===== src/rtl/pingpong_pkg.sv =====
// Shared defaults and read-FSM encoding for the ping-pong buffer controller.
// Imported by the controller top and its address counters.
package pingpong_pkg;

    localparam int PP_ADDR_W = 4;
    localparam int PP_DEPTH  = 1 << PP_ADDR_W;

    typedef enum logic {
        RD_IDLE  = 1'b0,
        RD_BURST = 1'b1
    } rd_state_t;

    // True when a counter value is the final word of a bank.
    function automatic logic at_last(
        input logic [PP_ADDR_W-1:0] v
    );
        return v == PP_ADDR_W'(PP_DEPTH - 1);
    endfunction

endpackage


===== src/rtl/pp_addr_cnt.sv =====
// Bank address counter: synchronous clear, count enable,
// wrap after MAX and a combinational terminal-count flag.
module pp_addr_cnt
    import pingpong_pkg::*;
#(
    parameter int ADDR_W = PP_ADDR_W,
    parameter int MAX    = PP_DEPTH - 1
) (
    input  logic              clock_in,
    input  logic              rst_n,
    input  logic              clr,
    input  logic              en,
    output logic [ADDR_W-1:0] cnt,
    output logic              tc
);

    localparam logic [ADDR_W-1:0] TC_VAL = ADDR_W'(MAX);

    assign tc = (cnt == TC_VAL);

    // Clear wins over enable; the count wraps to zero past MAX.
    always_ff @(posedge clock_in or negedge rst_n) begin
        if (!rst_n) begin
            cnt <= '0;
        end else if (clr) begin
            cnt <= '0;
        end else if (en) begin
            if (tc) begin
                cnt <= '0;
            end else begin
                cnt <= cnt + 1'b1;
            end
        end
    end

endmodule


===== src/rtl/pingpong_ctrl.sv =====
// Ping-pong bank controller: fills one bank from the producer while
// the other is burst-read, swapping roles once a full bank is idle.
module pingpong_ctrl
    import pingpong_pkg::*;
#(
    parameter int DEPTH  = PP_DEPTH,
    parameter int ADDR_W = PP_ADDR_W
) (
    input  logic              clock_in,
    input  logic              rst_n,
    input  logic              in_valid,
    output logic              in_ready,
    output logic              wr_we,
    output logic [ADDR_W-1:0] w_add,
    output logic [ADDR_W-1:0] r_add,
    output logic              swich_ctrl,
    output logic              rd_en,
    output logic              out_valid,
    output logic              out_last,
    output logic              swap
);

    rd_state_t state;
    logic      wr_full;
    logic      swap_go;
    logic      w_tc;
    logic      r_tc;
    logic      burst;

    assign burst    = (state == RD_BURST);
    assign swap_go  = wr_full && (state == RD_IDLE);
    assign in_ready = !wr_full;
    assign wr_we    = in_valid && !wr_full && rst_n;
    assign rd_en    = burst;

    pp_addr_cnt #(
        .ADDR_W (ADDR_W),
        .MAX    (DEPTH - 1)
    ) u_wr_cnt (
        .clock_in (clock_in),
        .rst_n    (rst_n),
        .clr      (swap_go),
        .en       (wr_we),
        .cnt      (w_add),
        .tc       (w_tc)
    );

    pp_addr_cnt #(
        .ADDR_W (ADDR_W),
        .MAX    (DEPTH - 1)
    ) u_rd_cnt (
        .clock_in (clock_in),
        .rst_n    (rst_n),
        .clr      (swap_go),
        .en       (burst),
        .cnt      (r_add),
        .tc       (r_tc)
    );

    // Write bank is full after its last word until the swap frees it.
    always_ff @(posedge clock_in or negedge rst_n) begin
        if (!rst_n) begin
            wr_full <= 1'b0;
        end else if (swap_go) begin
            wr_full <= 1'b0;
        end else if (wr_we && w_tc) begin
            wr_full <= 1'b1;
        end
    end

    // Read FSM with bank select and swap pulse; swap only from idle.
    always_ff @(posedge clock_in or negedge rst_n) begin
        if (!rst_n) begin
            state      <= RD_IDLE;
            swich_ctrl <= 1'b1;
            swap       <= 1'b0;
        end else begin
            swap <= 1'b0;
            unique case (state)
                RD_IDLE: begin
                    if (swap_go) begin
                        state      <= RD_BURST;
                        swich_ctrl <= !swich_ctrl;
                        swap       <= 1'b1;
                    end
                end
                RD_BURST: begin
                    if (r_tc) begin
                        state <= RD_IDLE;
                    end
                end
                default: begin
                    state <= RD_IDLE;
                end
            endcase
        end
    end

    // Read data qualifiers trail the issued read by the RAM latency.
    always_ff @(posedge clock_in or negedge rst_n) begin
        if (!rst_n) begin
            out_valid <= 1'b0;
            out_last  <= 1'b0;
        end else begin
            out_valid <= burst;
            out_last  <= burst && r_tc;
        end
    end

endmodule


===== config.mk =====
export PLATFORM = sky130hd
export DESIGN_NAME = pingpong_ctrl
export DESIGN_NICKNAME = d
export VERILOG_FILES = /design/src/rtl/pingpong_pkg.sv /design/src/rtl/pp_addr_cnt.sv /design/src/rtl/pingpong_ctrl.sv
export SDC_FILE = /design/constraint.sdc
export NUM_CORES = 1
export LEC_CHECK = 0
export ABC_AREA = 1
export BUFFER_PORTS_ARGS = -buffer_cell sky130_fd_sc_hd__buf_2
export CORE_MARGIN = 3
export CORE_UTILIZATION = 48
export CTS_CLUSTER_DIAMETER = 100
export DETAILED_ROUTE_END_ITERATION = 8
export PLACE_DENSITY_LB_ADDON = 0.15
export SLEW_MARGIN = 15
export SYNTH_ARGS = -nofsm -noshare
export SYNTH_HDL_FRONTEND = slang
export SYNTH_SLANG_ARGS = --single-unit
export TNS_END_PERCENT = 1

===== constraint.sdc =====
create_clock -name clock_in -period 1.3 [get_ports clock_in]
set_input_delay 0.195 -clock clock_in [delete_from_list [all_inputs] [get_ports clock_in]]
set_output_delay 0.195 -clock clock_in [all_outputs]
set_load 0.01 [all_outputs]

==> summary.md, run 1 <==
| Metric | Value |
|---|---|
| Number of warnings printed during yosys synthesis | 0 |
| Max-cap violations | 0 |
| Total overflow reported by the global router | 0 |
| Logic pwr share | 0.400 |
| Antenna violations before repair | 0 |
| Total power draw | roughly 1.8 mW |
| Fillcell total | 84 |
| Starting density of the core | 0.536 |
| Hold Vio Cnt, Final | 0 |
| Synth Cell Area | between 600 and 700 µm² |
| Number of sinks driven by the clock tree | 14 |
| Wire length of the first global-routing pass | around 2.1 mm |
| Tightest Pin Transition | 0.305 ns |
| Post-route clock period utilization | 0.923 |
| Type of destination of the critical path | async pin |
| Largest fanout on the critical path | 4 |
| Final clock skew | approximately 0.0031 ns |
| Status | completed |
| Min Clock Period, post-route | around 1.2 ns |
| Total wire length | 1.38 mm |
| Net Count, Synth | between 70 and 80 |
| CP required | 1.77 ns |
| Pre-Repair DR Iteration Count | 4 |
| Via density per instance | 4.90 |
| Overall die area | approximately 1800 µm² |
| Pin count of the biggest net entering global routing | 10 |
| Total leakage power | roughly 0.44 nW |
| Number of global-route vias before repair | about 490 |
| Number of synthesized register bits | 14 |
| Clock buffer depth | 2 |
| Die Width | 42.2 µm |
| Routability Congestion | about 0.83 |
| Reg power frac | 0.464 |
| Clock slew seen by the registers of the worst setup and hold paths | approximately 0.08 ns |
| Maximum achievable frequency | 834 MHz |
| Core region area | ~1200 µm² |
| CP Launch Type | input pin |
| Count of input and output buffers | 17 |
| Pwr dens | approximately 2200 nW/µm² |
| Ratio of cells with drive above 1 in the final layout | 0.358 |
| Launch instance of the worst register-to-register path | u_wr_cnt.cnt[0] |
| I/O pin count | 18 |
| CTS H-tree depth | 1 |
| Worst Path Class, Setup | input pin to async pin |
| Class of the most critical hold timing path | input pin to flop |
| Post-DP HPWL | ~940 µm |
| Root Driver | clkbuf_4 |
| Final core area utilization | 0.699 |
| Post-route worst hold slack | 0.308 ns |
| Number of antenna repair diodes | 0 |
| Final-layout setup total negative slack | 0 ns |
| Synthesis-to-layout area growth | 30.3% |
| TritonCTS clock tree | done |
| Count of unique library cells instantiated by Yosys | 19 |
| Height of the die | around 42 µm |
| Final Net Count | 101 |
| Switching power | 0.764 mW |
| Sequential cell area fraction in the yosys report | 0.560 |
| Average wire per cell in the routed design | approximately 13 µm |
| Row Count | 12 |
| Unrepaired setup endpoints after global routing | true |
| Count of endpoints failing setup in the final report | 0 |
| Total global-route track usage | 0.152 |
| Worst setup path startpoint | rst_n |
| Iteration-0 DRC Markers | 12 |
| Switching share of power | 0.416 |
| Worst max-slew margin expressed relative to the limit | 0.797 |
| Detailed-route DRC error count | 0 |
| Post-synthesis cell count | between 60 and 70 |
| VDD IR max | ~0.0012 V |
| Portion of total power attributed to the clock network | 0.136 |
| Per-instance average area after synthesis | 9.24 µm² |
| Origin of the worst min-delay path | in_valid |
| Antenna-violating nets left | 0 |
| CP Data Arrival Time | approximately 1.7 ns |
| Total count of max-transition violations in the final report | 0 |
| Later-pin clock latency in the skew report | roughly 0.27 ns |
| Internal power of the cells | between 1 and 1.5 mW |
| Number of vias after detailed routing | 534 |
| Clock buffer count from CTS | 3 |
[synth_stat cells]
cell type | count | share of area
nand2_1 | 19 | 0.11
dfrtp_1 | 13 | 0.52
nand3_1 | 7 | 0.056
nor2_1 | 6 | 0.036
inv_1 | 4 | 0.024
ha_1 | 2 | 0.040
inv_2 | 2 | 0.012
nand4_1 | 2 | 0.020
nor2_4 | 2 | 0.036
o21ai_0 | 2 | 0.016
a21oi_1 | 1 | 0.0080
a22o_1 | 1 | 0.014
dfstp_2 | 1 | 0.042
nand2_2 | 1 | 0.010
nor2_2 | 1 | 0.010
o21ai_1 | 1 | 0.0080
o21ai_2 | 1 | 0.014
or2_2 | 1 | 0.010
xnor2_1 | 1 | 0.014
[per-layer routing]
layer	global-route usage	wire length (µm)
met5	0	0
met1	0.198	623
met3	0.0343	55
met2	0.237	690
met4	0.0745	8
[power groups by stage]
| stage | clock network, mW | registers [mW] | logic, mW |
|---|---|---|---|
| 2_1_floorplan | 0 | 0.909 | 0.370 |
| 3_3_place_gp | 0 | 0.834 | 0.705 |
| 3_5_place_dp | 0 | 0.850 | 0.724 |
| 4_1_cts | 0.259 | 0.844 | 0.729 |
| 5_1_grt | 0.272 | 0.884 | 0.841 |
| 6_report | 0.250 | 0.852 | 0.735 |
[state kept, by name, summed over array words and instances (netlist names)]
register      flops
out_last          1
out_valid         1
rd_en             1
swap              1
swich_ctrl        1
u_rd_cnt.cnt      4
u_wr_cnt.cnt      4
wr_full           1
[critical path: stages]
cell and delay (ns):
buf_2 0.10, dlygate4sd3_1 0.60, buf_6 0.12, dlygate4sd3_1 0.66
[kinds of logic after synthesis]
logic type / synth area share
compound gates: 0.0598
xor+xnor: 0.0139
fa+ha+maj: 0.0398
buf+inv: 0.0359
flops: 0.560
simple gates: 0.291
[cell type report]
type	count	area, µm²	share of cell area
clock buffer	4	26.3	0.0321
tap	14	17.5	0.0214
sequential	14	352	0.430
inverter	6	22.5	0.0275
multi-input combinational	48	262	0.320
timing repair buffer	23	139	0.170
[metrics by stage]
step                      instances  worst slack [ns]  cell area (µm²)
final                           109             0.101              818
after global routing            109           -0.0121              818
after CTS                       106           0.00933              787
after detailed placement        101             0.126              746
after global placement          101             0.150              746
after floorplan                  68             0.118              628
[path summary, 6_finish.rpt]
| check | depth (start not counted) | to | slack, ns |
|---|---|---|---|
| max | 4 | wr_full | 0.10 |
| min | 5 | u_wr_cnt.cnt[3] | 0.31 |
| max reg2reg | 4 | u_wr_cnt.cnt[2] | 0.11 |
| min reg2reg | 1 | swich_ctrl | 0.49 |
| max in group clock_in | 2 | wr_we | 0.10 |
| min in group asynchronous | 3 | rd_en | 0.47 |
[placed cells by master, fill, tap and decap left out]
cell / n
a21oi_1: 1
a22o_1: 1
buf_2: 17
buf_4: 3
buf_6: 1
clkbuf_1: 1
clkbuf_4: 3
dfrtp_1: 13
dfstp_2: 1
dlygate4sd3_1: 2
ha_1: 2
inv_1: 4
inv_2: 2
nand2_1: 19
nand2_2: 1
nand3_1: 7
nand4_1: 2
nor2_1: 5
nor2_2: 1
nor2_4: 3
o21ai_0: 2
o21ai_1: 1
o21ai_2: 1
or2_2: 1
xnor2_1: 1
[repair_timing]
action                                  CTS  global route
gates cloned                              0             0
hold endpoints to repair                 13            13
pin swaps                                 0             3
gates resized for setup                   1             2
endpoints found under the setup margin    1             3
buffers inserted                          0             2
hold buffers                              1             2
Note: power is estimated with default switching activity, not from simulation.
==> inputs of run 2 (changes only) <==
Settings changed: CORE_UTILIZATION 48 to 49, CTS_CLUSTER_DIAMETER 100 to 200, SYNTH_HIERARCHICAL set to 1.
==> summary.md, run 2 <==
| Metric | Value |
|---|---|
| Status | completed |
| Post-layout worst setup margin | approximately 0.082 ns |
| Ratio of cells with drive above 1 in the final layout | 0.380 |
| Switching power | approximately 0.60 mW |
| CP endpoint | wr_we |
| Area used by sequential logic in the layout | 353 µm² |
| Setup slack, reg-to-reg | 0.11 ns |
| CP Launch Type | flop |
| Count of unique library cells instantiated by Yosys | 18 |
| Portion of total power attributed to the clock network | 0.199 |
| Leading registers by flop count | u_rd_cnt/cnt (4), u_wr_cnt/cnt (4) |
| Reg power frac | 0.452 |
| Unrepaired setup endpoints after global routing | false |
| Antenna-violating nets left | 0 |
| TritonCTS clock tree | done |
| Number of antenna repair diodes | 0 |
| Launch instance of the worst register-to-register path | wr_full |
| Synth Cell Area | roughly 670 µm² |
| Logic pwr share | 0.349 |
| Clock slew seen by the registers of the worst setup and hold paths | approximately 0.080 ns |
| Post CTS Setup Buffer Count | 0 |
| Most common cell after layout, fill and taps aside | nand2_1 |
| Count of endpoints failing setup in the final report | 0 |
| Fillcell total | ~90 |
| Worst Path Class, Setup | flop to output pin |
| Xor-xnor portion of the synthesized cell area | 0 |
| Antenna violations before repair | 0 |
| Synth Area in Adders | 0.0376 |
| Setup Slack @ Placement | 0.144 ns |
| Switching share of power | 0.378 |
| Maximum achievable frequency | about 820 MHz |
| Synthesis-to-layout area growth | 28.2% |
| Pwr dens | approximately 1800 nW/µm² |
| Average wire per cell in the routed design | 11.3 µm |
| Overall die area | 1840 µm² |
| Clock buffer count from CTS | 3 |
| Most frequent cells after synthesis | nand2_1 (20), dfrtp_1 (13), inv_1 (9) |
| Total wire length | about 1.3 mm |
| Combined area of the multi-input logic cells | roughly 280 µm² |
| Post-synthesis cell count | between 70 and 80 |
| Multiplexer area fraction after synthesis | 0 |
| I/O pin count | 18 |
| CTS H-tree depth | 1 |
| Internal power of the cells | around 0.98 mW |
| Fraction of synthesis flops using an asynchronous set or reset pin | 1.00 |
| CP required | roughly 1.1 ns |
| Routability Congestion | ~0.74 |
| Total overflow reported by the global router | 0 |
| Most frequent cells in the layout | nand2_1 (20), buf_2 (17), dfrtp_1 (12) |
| Net Count, Synth | around 80 |
| Tightest Pin Transition | approximately 0.23 ns |
| Top-area cell type share of the netlist area | 0.489 |
| VDD IR max | between 0.001 and 0.0015 V |
| Cells taking the most area after synthesis | dfrtp_1 (49%), nand2_1 (11%), inv_1 (5.1%) |
| Starting density of the core | 0.561 |
| Number of vias after detailed routing | between 500 and 600 |
| Post-synth EDFFs | 0 |
| CP Data Arrival Time | just over 1 ns |
| Global route hottest layer | met1 |
| Final-layout setup total negative slack | 0 ns |
| Worst max-slew margin expressed relative to the limit | 0.845 |
| Met1 track demand over resource in global routing | 0.236 |
| Total global-route track usage | 0.161 |
| Worst setup path startpoint | wr_full |
| Hold Vio Cnt, Final | 0 |
| Count of input and output buffers | 17 |
| Number of synthesized register bits | 14 |
| Total count of max-transition violations in the final report | 0 |
| Detailed-route DRC error count | 0 |
| Fraction of the mapped netlist area in compound gates | 0.0639 |
| Clock buffer depth | 2 |
| Number of global-route vias before repair | roughly 490 |
| Row Count | 12 |
| Met2 track demand over resource | 0.216 |
| Root Driver | clkbuf_4 |
| Basic-gate share of the synthesized area counting and, or, nand and nor cells | 0.303 |
| Per-instance average area after synthesis | around 9 µm² |
| Type of destination of the critical path | output pin |
| Critical register-to-register path endpoint | u_wr_cnt/cnt[3] |
| Max-cap violations | 0 |
| Post-DP HPWL | ~950 µm |
| Class of the most critical hold timing path | input pin to flop |
| Iteration-0 DRC Markers | 9 |
| Min Clock Period, post-route | between 1 and 1.5 ns |
| Main combinational cell family by area after synthesis | simple AND/OR/NAND/NOR gates |
| Sequential cell area fraction in the yosys report | 0.528 |
| Synth Flop Type | dfrtp_1 |
| Number of warnings printed during yosys synthesis | 6 |
| Met3 track utilization from global routing | 0.0339 |
| Post-route clock period utilization | 0.937 |
| Wire length of the first global-routing pass | between 2 and 2.5 mm |
| Most numerous cell in the Yosys netlist | nand2_1 |
| Via density per instance | ~4.8 |
| Height of the die | 42.9 µm |
| Pin count of the biggest net entering global routing | 16 |
| Final Net Count | roughly 110 |
| Later-pin clock latency in the skew report | 0.27 ns |
| Core region area | roughly 1200 µm² |
| Worst reg2reg path depth | 8 |
| Die Width | 42.9 µm |
| Pre-Repair DR Iteration Count | 4 |
| Largest fanout on the critical path | 5 |
| Synth area leader | dfrtp_1 |
| Total leakage power | a little under 0.5 nW |
| Number of sinks driven by the clock tree | 14 |
| Final clock skew | 0.00531 ns |
run 2: power by group through the flow:
stage	clock [mW]	combinational (mW)	sequential, mW
CTS	0.324	0.552	0.713
global route	0.340	0.616	0.746
finish	0.313	0.551	0.712
detailed placement	0	0.545	0.721
floorplan	0	0.248	0.786
global placement	0	0.537	0.714
run 2: repair_timing:
item	4_1_cts	5_1_grt
endpoints found under the setup margin	1	1
endpoints found under the hold margin	13	0
resized for setup	1	2
hold buffers	1	0
run 2: metal layers:
layer	part of all wire	up-vias
met1	0.49	241
met4	0.011	0
met3	0.072	2
met2	0.42	18
li1	-	289
met5	0	-
run 2: final cells by class:
class | instances | area share
Tap cell | 14 | 0.0205
Timing Repair Buffer | 22 | 0.147
Sequential cell | 14 | 0.413
Clock buffer | 4 | 0.0425
Multi-Input combinational cell | 48 | 0.324
Inverter | 12 | 0.0528
run 2: worst min-delay path by stage:
| stage | end | slack [ns] | cells past startpoint | start |
|---|---|---|---|---|
| 2_1_floorplan | out_last | -0.10 | 0 | rst_n |
| 3_3_place_gp | u_wr_cnt/cnt[3] | 0.17 | 2 | rst_n |
| 3_5_place_dp | u_wr_cnt/cnt[3] | 0.17 | 2 | rst_n |
| 4_1_cts | wr_full | 0.17 | 3 | in_valid |
| 5_1_grt | wr_full | 0.18 | 3 | in_valid |
| 6_report | wr_full | 0.18 | 3 | in_valid |
run 2: metrics by stage:
step | std cells | utilization | area [µm²] | power, mW | hold slack (ns)
2_1_floorplan | 74 | - | 666 | 1.03 | -0.101
3_3_place_gp | 109 | 0.673 | 798 | 1.25 | 0.174
3_5_place_dp | 109 | 0.673 | 798 | 1.27 | 0.173
4_1_cts | 114 | 0.714 | 847 | 1.59 | 0.172
5_1_grt | 114 | 0.719 | 853 | 1.70 | 0.178
6_report | 114 | 0.719 | 853 | 1.58 | 0.178
run 2: logic make-up after synthesis:
group / count (synthesis)
and+or+nand+nor: 39
DFF: 14
buffers and inverters: 12
AOI/OAI and AO/OA: 7
adders and majority gates: 2
run 2: worst max-delay path: stages (launching register included):
cell and delay [ns]:
dfrtp_2 0.45, nor2_4 0.16, buf_2 0.15
